## config.mk

```make
export PLATFORM = sky130hd
export DESIGN_NAME = bp_cfg_link_sequencer
export DESIGN_NICKNAME = d
export VERILOG_FILES = /design/src/rtl/bp_cfg_link_sequencer.sv
export SDC_FILE = /design/constraint.sdc
export NUM_CORES = 1
export LEC_CHECK = 0
export CAP_MARGIN = 20
export CORE_ASPECT_RATIO = 0.9
export CORE_UTILIZATION = 46
export DETAILED_ROUTE_END_ITERATION = 7
export PLACE_DENSITY = 0.95
export SLEW_MARGIN = 20
export SYNTH_ARGS = -nofsm -noshare
export SYNTH_HDL_FRONTEND = slang
export SYNTH_SLANG_ARGS = --single-unit
```

## constraint.sdc

```tcl
create_clock -name clk_i -period 6.05 [get_ports clk_i]
set_input_delay 0.605 -clock clk_i [delete_from_list [all_inputs] [get_ports clk_i]]
set_output_delay 0.605 -clock clk_i [all_outputs]
set_load 0.05 [all_outputs]
```

## src/rtl/bp_cfg_link_sequencer.sv

```systemverilog
// Boot-time configuration sequencer: freeze, core IDs, CCE ucode load, CCE mode, unfreeze.
// Writes leave over a valid/ready link throttled by a credit count of unacked writes.
module bp_cfg_link_sequencer #(
   parameter int num_core_p        = 1,
   parameter int cce_pc_width_p    = 8,
   parameter int cfg_addr_width_p  = 16,
   parameter int cfg_data_width_p  = 64,
   parameter int max_outstanding_p = 4,
   parameter int cce_mode_p        = 1,
   localparam int dst_width_lp     = (num_core_p > 1) ? $clog2(num_core_p) : 1
) (
   input  logic                        clk_i,
   input  logic                        reset_i,
   output logic                        ucode_v_o,
   output logic [cce_pc_width_p-1:0]   ucode_addr_o,
   input  logic [cfg_data_width_p-1:0] ucode_data_i,
   output logic                        cfg_v_o,
   input  logic                        cfg_ready_i,
   output logic [dst_width_lp-1:0]     cfg_dst_o,
   output logic [cfg_addr_width_p-1:0] cfg_addr_o,
   output logic [cfg_data_width_p-1:0] cfg_data_o,
   input  logic                        cfg_ack_v_i,
   output logic                        done_o,
   output logic                        err_o
);

   localparam int cnt_width_lp = $clog2(max_outstanding_p + 1);

   typedef enum logic [3:0] {
      S_FREEZE, S_ID, S_UC_RD, S_UC_WR, S_MODE, S_DRAIN0, S_UNFRZ, S_DRAIN1, S_DONE
   } state_e;

   state_e                        state;
   logic [dst_width_lp-1:0]       dst;
   logic [cce_pc_width_p-1:0]     pc;
   logic [cnt_width_lp-1:0]       count;
   logic [cfg_data_width_p-1:0]   data_r;
   logic                          have_data;
   logic                          live;
   logic                          err_r;

   logic                          wr_state;
   logic [cfg_addr_width_p-1:0]   wr_addr;
   logic [cfg_data_width_p-1:0]   wr_data;
   logic                          xfer;
   logic                          spur;
   logic                          last_dst;

   // live masks the first cycle out of reset so every output reads 0 while reset is seen
   always_comb begin
      wr_state = 1'b0;
      wr_addr  = '0;
      wr_data  = '0;
      case (state)
         S_FREEZE: begin
            wr_state = 1'b1;
            wr_addr  = cfg_addr_width_p'(16'h0002);
            wr_data  = cfg_data_width_p'(1);
         end
         S_ID: begin
            wr_state = 1'b1;
            wr_addr  = cfg_addr_width_p'(16'h0004);
            wr_data  = cfg_data_width_p'(dst);
         end
         S_UC_WR: begin
            wr_state = have_data;
            wr_addr  = cfg_addr_width_p'(16'h8000) + cfg_addr_width_p'(pc);
            wr_data  = data_r;
         end
         S_MODE: begin
            wr_state = 1'b1;
            wr_addr  = cfg_addr_width_p'(16'h0006);
            wr_data  = cfg_data_width_p'(cce_mode_p);
         end
         S_UNFRZ: begin
            wr_state = 1'b1;
            wr_addr  = cfg_addr_width_p'(16'h0002);
            wr_data  = '0;
         end
         default: ;
      endcase
   end

   assign cfg_v_o      = live & wr_state & (count < cnt_width_lp'(max_outstanding_p));
   assign cfg_dst_o    = (live & wr_state) ? dst : '0;
   assign cfg_addr_o   = (live & wr_state) ? wr_addr : '0;
   assign cfg_data_o   = (live & wr_state) ? wr_data : '0;
   assign ucode_v_o    = live & (state == S_UC_RD);
   assign ucode_addr_o = ucode_v_o ? pc : '0;
   assign done_o       = live & (state == S_DONE);
   assign err_o        = err_r;

   assign xfer     = cfg_v_o & cfg_ready_i;
   assign spur     = cfg_ack_v_i & (count == '0) & ~xfer;
   assign last_dst = (dst == dst_width_lp'(num_core_p - 1));

   always_ff @(posedge clk_i) begin
      if (reset_i) begin
         state     <= S_FREEZE;
         dst       <= '0;
         pc        <= '0;
         count     <= '0;
         data_r    <= '0;
         have_data <= 1'b0;
         live      <= 1'b0;
         err_r     <= 1'b0;
      end else begin
         live <= 1'b1;
         if (spur) err_r <= 1'b1;
         if (xfer & ~cfg_ack_v_i)
            count <= count + cnt_width_lp'(1);
         else if (~xfer & cfg_ack_v_i & (count != '0))
            count <= count - cnt_width_lp'(1);

         case (state)
            S_FREEZE, S_ID, S_MODE, S_UNFRZ: begin
               if (xfer) begin
                  if (last_dst) begin
                     dst <= '0;
                     case (state)
                        S_FREEZE: state <= S_ID;
                        S_ID:     state <= S_UC_RD;
                        S_MODE:   state <= S_DRAIN0;
                        default:  state <= S_DRAIN1;
                     endcase
                  end else begin
                     dst <= dst + dst_width_lp'(1);
                  end
               end
            end
            S_UC_RD: begin
               state     <= S_UC_WR;
               have_data <= 1'b0;
            end
            // ucode word arrives the cycle after the read strobe; hold the write until captured
            S_UC_WR: begin
               if (!have_data) begin
                  data_r    <= ucode_data_i;
                  have_data <= 1'b1;
               end else if (xfer) begin
                  pc    <= pc + cce_pc_width_p'(1);
                  state <= S_UC_RD;
                  if (pc == '1) begin
                     if (last_dst) begin
                        dst   <= '0;
                        state <= S_MODE;
                     end else begin
                        dst <= dst + dst_width_lp'(1);
                     end
                  end
               end
            end
            S_DRAIN0: if (count == '0) begin
               state <= S_UNFRZ;
               dst   <= '0;
            end
            S_DRAIN1: if (count == '0) state <= S_DONE;
            S_DONE:   ;
            default:  state <= S_FREEZE;
         endcase
      end
   end

endmodule

```

==> impl_results.md, run 1 <==
* Status: finished, violations left
* Failing checks: design-rule violations
* TritonCTS clock tree: yes
* CP top delay family: simple AND/OR/NAND/NOR gates
* Via-per-instance ratio at 5.07
* Floorplan row count at 31
* Slew @ Worst Pin at 0.924 ns
* # diodes at 0
* Placed cell areas at 5320 um^2
* Core area at 8030 um^2
* Antenna-violating nets left at 0
* Port bufs at 152
* Crit end category: output port
* Hpwl dp at around 7000 um
* Power per cell area at 223 nW/um^2
* WL met1 at 4030 um
* First-pass GRT wire length at roughly 16000 um
* Crit path DAT at 3.72 ns
* Final hold vios at 0
* Startpoint Class: flip-flop
* Setup TNS at 0 ns
* 1st-pass router iterations at 7
* Hold-fix buffers, CTS at 0
* Xor and xnor fraction of the mapped netlist area at 1.38%
* Power Total at 1.24 mW
* Die height at 88.2 um
* Drt total wl at between 9000 and 10000 um
* Met2 wire length at 5060 um
* Simple-Gate Fraction of Synth Area at 33.2%
* Crit-path cells: nor4bb_2, and3_2, and2_1, clkdlybuf4s50_1
* CP max stage delay at 0.91 ns
* Vias at 3712
* Initial antenna violation count at 0
* CP max-delay cell: and3_2
* Final nets at 698
* Avg Cell Area, Syn at 7.62 um^2
* Max_slew headroom at 38.4%
* Pin count of the biggest net entering global routing at just over 80
* Setup bufs post-CTS at 0
* Max Buffers Root-to-Sink at 2
* Area grow syn2layout at 46.5%
* Max Cap Viol at 0
* DR iter-0 viols at 160
* Vias in the first global route at 3454
* Endpoints failing setup at 0
* Number of synthesized flops with an enable pin at 0
* Distinct cells, synth at 36
* Main synth FF type: dfxtp_1
* DRC viols at 26
* Seq cells post-synth at 82
* Maximum fanout along the worst path at 70
* Post-Syn Area at 3790 um^2
* Wire length on met3 at 673 um
* Layout cell share with drive strength beyond 1 at ~4.3%
* I/O Pins at about 160
* Post-synthesis async set-or-reset flop share at 0%
* Starting Density at between 40% and 50%
* CP Class: flip-flop to output port
* CTS Sinks at 82
* Routed wire per std cell at 13.5 um
* Largest family of logic cells by synthesized area: simple AND/OR/NAND/NOR gates
* Gates resized, CTS repair at 0
* Worst Clk Skew at 0.0102 ns
* Fin util at 69.3%
* Worst EP required at between 5 and 6 ns
* Post-Place Cells at between 700 and 800
* Num CTS Buffers at 9
* Clock root cell: clkbuf_8
* Overflow after GRT at 0
* H-tree Lvls at 3
* Global placement routability congestion at about 0.85
* Ys Warns at 0
* Clock latency on the worst-skew pair at approximately 0.34 ns
* CTS clk-pin slew, worst paths at roughly 0.080 ns
* Buf+Inv Stages, Crit Path at 1
* Die Area at 8620 um^2
* Cells after synthesis at 498
* Mux contribution to synthesized area at 1.06%
* Highest metal used: met4
* Sequential fraction of the synthesis area at 43.3%
* Peak supply drop at 0.000208 V
* Crit path time final at 4.32 ns
* Final worst-path setup slack at approximately 1.7 ns
* Post-synthesis compound-gate area fraction at between 10% and 20%
* Final Max Slew Viols at 0
* Hold WC Path Type: flip-flop to flip-flop
* All-layer global routing usage at 22.8%
* Die W at 97.7 um
* Non-Filler Instances at 732
* Hold WS at 0.452 ns
* Lkg Pwr at 1.95 nW
* Placement Setup Slack at roughly 1.9 ns
* Final worst path period share at 71.5%
* Post-Synth Adder-Cell Area at 0.857%
* Post-route cell area at between 5000 and 6000 um^2
* RSZ-0062 raised after global routing: no
* Highest Clock Rate at around 0.23 GHz
* Layout fillers at 646
## cells by family after synthesis
logic type               Yosys count
adder cells (fa/ha/maj)            2
XOR/XNOR                           6
AO/OA/AOI/OAI                     90
other                              1
flip-flops                        82
multiplexers                       4
buffers and inverters             51
AND/OR/NAND/NOR                  262
## registers in the layout, summed over array words and instances (netlist names)
| signal | cells |
|---|---|
| count | 3 |
| data_r | 64 |
| err_o | 1 |
| have_data | 1 |
| live | 1 |
| pc | 8 |
| state | 4 |
## worst min-delay path: stages (launching register included)
cell and delay (ns):
dfxtp_1 0.31, nand2_1 0.05, a21oi_1 0.05
## worst paths after layout
kind | start | endpoint | slack, ns | depth (start not counted)
max reg2reg | state[0] | data_r[46] | 3.48 | 6
max | state[0] | cfg_data_o[48] | 1.73 | 4
min | data_r[53] | data_r[53] | 0.45 | 2
min reg2reg | data_r[53] | data_r[53] | 0.45 | 2
## synth_stat cells (2+ instances only)
library cell	n	share of area, %
and3_1	3	0.49
dfxtp_1	82	43
and2_1	79	13
nor2_1	23	2.3
a31oi_1	4	0.66
inv_1	8	0.79
nand4_1	3	0.49
xnor2_1	5	1.2
buf_2	9	1.2
nor3_1	5	0.66
nand2_1	134	13
a21oi_1	72	9.5
a211oi_1	2	0.40
nor2b_1	2	0.33
a21o_1	2	0.40
o21ai_0	5	0.66
nand3_1	4	0.53
or3_1	2	0.33
mux2i_1	4	1.1
buf_4	11	2.2
and2b_1	2	0.40
clkbuf_1	23	2.3
## area by class of cell
type,count,area [um^2],area share [%]
clock inverter,5,103,1.85
multi-input combinational,372,1950,35.1
clock buffer,11,131,2.36
tap,99,124,2.23
inverter,8,30.0,0.540
timing repair buffer,155,1580,28.4
sequential,82,1640,29.5
## layout by cell type (no fill, tap or decap), drive strengths merged, types with 2 or more instances in the layout
cell	Yosys	routed
clkdlybuf4s50	0	151
and2b	2	2
conb	1	8
nor2	23	23
nor2b	2	2
nand3	4	4
a21oi	72	72
a31oi	4	4
bufinv	0	3
clkbuf	23	11
buf	20	4
nand4	4	4
and3	3	3
o21ai	5	5
or3	2	2
dfxtp	82	82
and2	79	79
xnor2	5	5
nand2	134	134
a211oi	2	2
mux2i	4	4
a21o	2	2
nor3	5	5
inv	8	8
## power by group
group / internal, mW / switching (mW)
clock network: 0.274 / 0.183
registers: 0.558 / 0.0203
logic: 0.0936 / 0.110
total: 0.925 / 0.313
## metal layers
metal / up-vias / global-route usage, %
li1: 1840 / -
met1: 1710 / 25.5
met2: 145 / 42.2
met3: 17 / 6.62
met4: 0 / 7.58
met5: - / 0
Power figures use the tool's default switching activity.
==> inputs of run 2 (changes only) <==
--- a/config.mk
+++ b/config.mk
@@ -7,9 +7,9 @@
 export LEC_CHECK = 0
 export CAP_MARGIN = 20
 export CORE_ASPECT_RATIO = 0.9
-export CORE_UTILIZATION = 46
+export CORE_UTILIZATION = 43
 export DETAILED_ROUTE_END_ITERATION = 7
-export PLACE_DENSITY = 0.95
+export PLACE_DENSITY = 0.9
 export SLEW_MARGIN = 20
 export SYNTH_ARGS = -nofsm -noshare
 export SYNTH_HDL_FRONTEND = slang
==> constraint.sdc (replaced) <==
create_clock -name clk_i -period 4.5 [get_ports clk_i]
set_input_delay 0.45 -clock clk_i [delete_from_list [all_inputs] [get_ports clk_i]]
set_output_delay 0.45 -clock clk_i [all_outputs]
set_load 0.05 [all_outputs]
==> run 2 against run 1 <==
Effect of this change:
- largest power group unchanged
- flip-flop and latch count is the same
- highest routed layer unchanged
- hold slack worse by 0.00095 ns
- the flow now finishes without violations
- sequential share of layout area rose by 0.20 points
- combinational power increased by 32%
- critical endpoint is now cfg_data_o[12]
==> impl_results.md, run 2 (synthesized netlist as in run 1, its figures left out) <==
* Status: finished clean
* Max reg flops at 64 (unchanged)
* CP endpoint: cfg_data_o[12]
* Sw Pwr at 0.417 mW (+33%)
* Commonest cells after routing, fill and taps aside: clkdlybuf4s50_1 (151), nand2_1 (133), dfxtp_1 (82)
* Hold WS at 0.451 ns (-0.000951 ns)
* Clock latency on the worst-skew pair at 0.33 ns (about the same)
* TritonCTS clock tree: yes
* Worst EP required at 4.05 ns (-1.39 ns)
* Setup TNS at 0 ns (unchanged)
* Hold WC Path Type: flip-flop to flip-flop
* Initial antenna violation count at 0 (unchanged)
* Overflow after GRT at 0 (unchanged)
* Max_slew headroom at 40.3% (+1.9 points)
* Maximum fanout along the worst path at 70 (unchanged)
* Vias in the first global route at 3397 (-1.7%)
* Layout fillers at 757 (+17%)
* R2R setup slack at 2.10 ns (-1.38 ns)
* Int Pwr at 1.19 mW (+28%)
* Antenna-violating nets left at 0 (unchanged)
* 1st-pass router iterations at 4 (-3)
* Power Total at 1.60 mW (+29%)
* Area grow syn2layout at 45.5%
* Worst setup startpoint: state[0]
* Peak supply drop at 0.000228 V (+9.5%)
* Crit path time final at between 3 and 4 ns
* Starting Density at 44.3% (-3.0 points)
* Max Cap Viol at 0 (unchanged)
* Setup bufs post-CTS at 0 (unchanged)
* Die height at 91.1 um (+3.4%)
* Floorplan row count at 32 (+3.2%)
* Final worst path period share at roughly four fifths
* Worst r2r dst: count[2]
* Global placement routability congestion at 0.866 (+2.2%)
* Crit end category: output port
* Clk network pwr share at 34.8% (-2.1 points)
* Crit path DAT at 3.22 ns (-0.50 ns)
* RSZ-0062 raised after global routing: no
* Hold-fix buffers, CTS at 0 (unchanged)
* Reg-to-Reg Start: count[2]
* Die Area at 9210 um^2 (+6.8%)
* Drt total wl at 9470 um (-4.3%)
* Clock root cell: clkbuf_8
* Gates resized, CTS repair at 0 (unchanged)
* Port bufs at 152 (unchanged)
* Switch share at 26.0% (+0.68 points)
* Most common cell after layout, fill and taps aside: clkdlybuf4s50_1
* DRC viols at 0 (-100%)
* First-pass GRT wire length at 15200 um (-3.9%)
* CTS clk-pin slew, worst paths at 0.08 ns (about the same)
* Layout cell share with drive strength beyond 1 at 3.96% (-0.31 points)
* Power per cell area at 290 nW/um^2 (+30%)
* Highest Clock Rate at 0.272 GHz
* Worst r2r path cells at 7 (+1)
* H-tree Lvls at 3 (unchanged)
* Final Max Slew Viols at 0 (unchanged)
* Num CTS Buffers at 9 (unchanged)
* Slew @ Worst Pin at 0.895 ns (-0.0286 ns)
* Startpoint Class: flip-flop
* Final nets at 698 (unchanged)
* Vias at 3599 (-3.0%)
* Max Buffers Root-to-Sink at 2 (unchanged)
* Largest reg by FF count: data_r
* Core area at 8570 um^2 (+6.7%)
* Hpwl dp at 6590 um (-5.1%)
* Endpoints failing setup at 0 (unchanged)
* Largest registers: data_r (64), pc (8), state (4)
* Final hold vios at 0 (unchanged)
* Logic pwr share at 16.8% (+0.3 points)
* Pin count of the biggest net entering global routing at 83 (unchanged)
* CP Class: flip-flop to output port
* Worst Clk Skew at 0.0120 ns (+0.00176 ns)
* All-layer global routing usage at 20.4% (-2.4 points)
* Seq pwr share at 48.4% (+1.7 points)
* CTS Sinks at 82 (unchanged)
* Lkg Pwr at 1.94 nW (-0.90%)
* I/O Pins at 161 (unchanged)
* Via-per-instance ratio at 4.79 (-5.5%)
* # diodes at 0 (unchanged)
* DR iter-0 viols at 101 (-37%)
* Die W at 101 um (+3.4%)
* Routed wire per std cell at 12.6 um (-6.7%)
run 2: cell types whose count changed in the layout (fill, tap and decap cells not counted), sizes merged:
cell	previous run	this run
bufinv	3	2
clkinv	1	2
clkinvlp	1	0
run 2: area by class of cell:
class	count	area, um^2	share of cell area, %
clock buffer	11	131	2.38
clock inverter	4	77.6	1.40
timing repair buffer	155	1550	28.1
tap	119	149	2.70
inverter	8	30.0	0.544
sequential	82	1640	29.7
multi-input combinational	372	1940	35.2
run 2: power by group through the flow:
stage / sequential, mW / clock [mW] / combinational, mW
2_1_floorplan: 0.794 / 0 / 0.165
3_3_place_gp: 0.790 / 0 / 0.259
3_5_place_dp: 0.792 / 0 / 0.266
4_1_cts: 0.776 / 0.575 / 0.270
5_1_grt: 0.780 / 0.607 / 0.293
6_report: 0.775 / 0.559 / 0.269
run 2: how the worst min path moves through the flow:
stage	from	endpoint	slack [ns]	depth (start not counted)
5_1_grt	data_r[41]	data_r[41]	0.47	2
2_1_floorplan	data_r[10]	data_r[10]	0.43	2
4_1_cts	data_r[46]	data_r[46]	0.45	2
3_3_place_gp	data_r[31]	data_r[31]	0.44	2
3_5_place_dp	data_r[46]	data_r[46]	0.44	2
6_report	data_r[41]	data_r[41]	0.45	2
run 2: metrics by stage:
step                util (%)  setup slack [ns]  cells  cell area [um^2]
global placement        61.8              1.33    735              5290
detailed placement      62.0              1.14    736              5310
finish                  64.5             0.825    751              5520
global route            64.5             0.522    751              5520
CTS                     64.4             0.768    751              5520
floorplan                  -              2.14    505              3820
run 2: worst max-delay path, stage by stage (launching register included):
cell and delay (ns):
dfxtp_1 0.58, nor4bb_1 0.38, and3_2 0.83, and2_1 0.24, clkdlybuf4s50_1 0.81
run 2: per-layer routing:
| metal | track usage (%) | vias to the layer above | routed length (um) |
|---|---|---|---|
| met4 | 7.00 | 0 | 128 |
| li1 | - | 1840 | - |
| met5 | 0 | - | 0 |
| met3 | 3.46 | 10 | 563 |
| met2 | 35.9 | 114 | 4570 |
| met1 | 25.0 | 1635 | 4210 |
==> inputs of run 3 (changes only) <==
==> constraint.sdc (replaced) <==
create_clock -name clk_i -period 3.7 [get_ports clk_i]
set_input_delay 0.37 -clock clk_i [delete_from_list [all_inputs] [get_ports clk_i]]
set_output_delay 0.37 -clock clk_i [all_outputs]
set_load 0.05 [all_outputs]
==> run 3 against run 2 <==
Effect of this change:
- final area shrank 1.9%
- first-iteration DRC count grew 27%
- combinational power grew 22%
- clock power grew 14%
- sequential power grew 22%
- sequential share of layout area grew 0.58 points
- clock skew grew 0.0037 ns
- via count grew 2.4%
- critical endpoint is now cfg_addr_o[5]
- wire length grew 2.9%
- flip-flop and latch count is the same
- largest power group unchanged
==> impl_results.md, run 3 (synthesized netlist as in run 1, its figures left out) <==
* Max_slew headroom at 28.9% (-11 points)
* Endpoints failing setup at 0 (unchanged)
* Max reg flops at 64 (unchanged)
* Largest registers: data_r (64), pc (8), state (4)
* Multi-input gate area at 1940 um^2 (about the same)
* Die W at 101 um (unchanged)
* Crit path time final at 3.03 ns
* Die height at 91.1 um (unchanged)
* CP max-delay cell: and3_2
* Layout cell share with drive strength beyond 1 at 15.3% (+11 points)
* I/O Pins at 161 (unchanged)
* Vias in the first global route at 3390 (-0.21%)
* Setup TNS at 0 ns (unchanged)
* Drt total wl at 9740 um (+2.9%)
* Pin count of the biggest net entering global routing at 71 (-14%)
* All-layer global routing usage at 21.0% (+0.61 points)
* Via-per-instance ratio at 4.90 (+2.1%)
* Final hold vios at 0 (unchanged)
* Hold path depth at 2 (unchanged)
* Antenna-violating nets left at 0 (unchanged)
* Hpwl dp at 6820 um (+3.4%)
* Starting Density at 44.3% (unchanged)
* FF+latch area at 1640 um^2 (unchanged)
* Max Buffers Root-to-Sink at 2 (unchanged)
* H-tree Lvls at 3 (unchanged)
* CP Class: flip-flop to output port
* R2R setup slack at 1.20 ns (-0.90 ns)
* CTS Sinks at 82 (unchanged)
* Reg-to-Reg Start: state[0]
* Commonest cells after routing, fill and taps aside: nand2_1 (133), dfxtp_1 (82), clkdlybuf4s50_1 (81)
* Hold EP: data_r[42]
* Worst r2r path cells at 6 (-1)
* Hold WC Path Type: flip-flop to flip-flop
* Global placement routability congestion at 0.825 (-4.8%)
* Crit end category: output port
* CP max stage delay at 0.87 ns (+0.04 ns)
* Slew @ Worst Pin at 1.07 ns (+0.172 ns)
* Core area at 8570 um^2 (unchanged)
* Highest Clock Rate at 0.331 GHz
* Largest reg by FF count: data_r
* Final nets at 699 (+0.14%)
* First-pass GRT wire length at 15800 um (+3.7%)
* Max Cap Viol at 0 (unchanged)
* Worst EP required at 3.33 ns (-0.72 ns)
* Worst Clk Skew at 0.0157 ns (+0.00371 ns)
* # diodes at 0 (unchanged)
* Maximum fanout along the worst path at 70 (unchanged)
* Power per cell area at 352 nW/um^2 (+21%)
* Final worst path period share at 81.8%
* Lkg Pwr at 2.10 nW (+8.2%)
* Routed wire per std cell at 12.9 um (+2.6%)
* RSZ-0062 raised after global routing: no
* Power Total at 1.91 mW (+19%)
* DRC viols at 0 (unchanged)
* Worst r2r dst: data_r[58]
* HP Start: data_r[42]
* Layout fillers at 760 (+0.40%)
* Die Area at 9210 um^2 (unchanged)
* Vias at 3686 (+2.4%)
* Non-Filler Instances at 753 (+0.27%)
* Area grow syn2layout at 42.7%
* Startpoint Class: flip-flop
* Peak supply drop at 0.000254 V (+11%)
* Setup bufs post-CTS at 0 (unchanged)
* Most common cell after layout, fill and taps aside: nand2_1
* Hold-fix buffers, CTS at 0 (unchanged)
* Num CTS Buffers at 9 (unchanged)
* Clock root cell: clkbuf_8
* Gates resized, CTS repair at 0 (unchanged)
* Overflow after GRT at 0 (unchanged)
* Port bufs at 152 (unchanged)
* Final Max Slew Viols at 0 (unchanged)
* Status: finished clean
* DR iter-0 viols at 128 (+27%)
* Crit path DAT at 2.66 ns (-0.56 ns)
* Crit-path cells: nor4bb_1, and3_2, and2_1, buf_4
* TritonCTS clock tree: yes
* CTS clk-pin slew, worst paths at 0.09 ns (about the same)
* Floorplan row count at 32 (unchanged)
* Initial antenna violation count at 0 (unchanged)
* 1st-pass router iterations at 4 (unchanged)
* Clock latency on the worst-skew pair at 0.33 ns (about the same)
* Post-Place Cells at 737 (+0.14%)
## run 3: changes by cell type in the layout (fill, tap and decap cells not counted), sizes merged
cell           change
clkinvlp           +1
clkdlybuf4s50     -70
buf               +71
bufinv             -1
clkbuf             +1
## run 3: final cells by class
class | count | area share (%)
sequential | 82 | 30.3
tap | 119 | 2.75
clock buffer | 12 | 2.68
clock inverter | 4 | 0.947
inverter | 8 | 0.554
timing repair buffer | 156 | 26.9
multi-input combinational | 372 | 35.8
## run 3: per-stage QoR
stage	hold slack [ns]	worst slack [ns]	utilization (%)	instance area (um^2)
2_1_floorplan	0.432	1.42	-	3820
3_3_place_gp	0.437	0.970	60.7	5200
3_5_place_dp	0.442	0.876	60.9	5220
4_1_cts	0.454	0.661	63.2	5420
5_1_grt	0.465	0.486	63.2	5420
6_report	0.451	0.675	63.2	5420
## run 3: how the worst max path moves through the flow
| stage | startpoint | endpoint | slack (ns) |
|---|---|---|---|
| finish | state[0] | cfg_addr_o[5] | 0.67 |
| global route | state[0] | cfg_data_o[23] | 0.49 |
| CTS | state[0] | cfg_addr_o[4] | 0.66 |
| detailed placement | cfg_ready_i | count[2] | 0.88 |
| global placement | cfg_ready_i | count[2] | 0.97 |
| floorplan | state[0] | ucode_addr_o[0] | 1.42 |
## run 3: critical path: cells and delay by family, from the launching register on
family	cells	cell delay, ns
DFF	1	0.60
buffers and inverters	1	0.20
and+or+nand+nor	3	1.46
## run 3: layer usage
metal,global-route usage [%],vias to the layer above,routed length (um)
met4,7.61,0,144
met1,26.4,1707,4330
met2,35.7,126,4670
met3,4.00,12,599
li1,-,1841,-
met5,0,-,0
## run 3: where the power goes
group	total [mW]	internal, mW	switching (mW)	leakage, nW
Combinational	0.327	0.152	0.174	1.34
Clock	0.638	0.332	0.307	0.0966
Sequential	0.944	0.912	0.0326	0.662
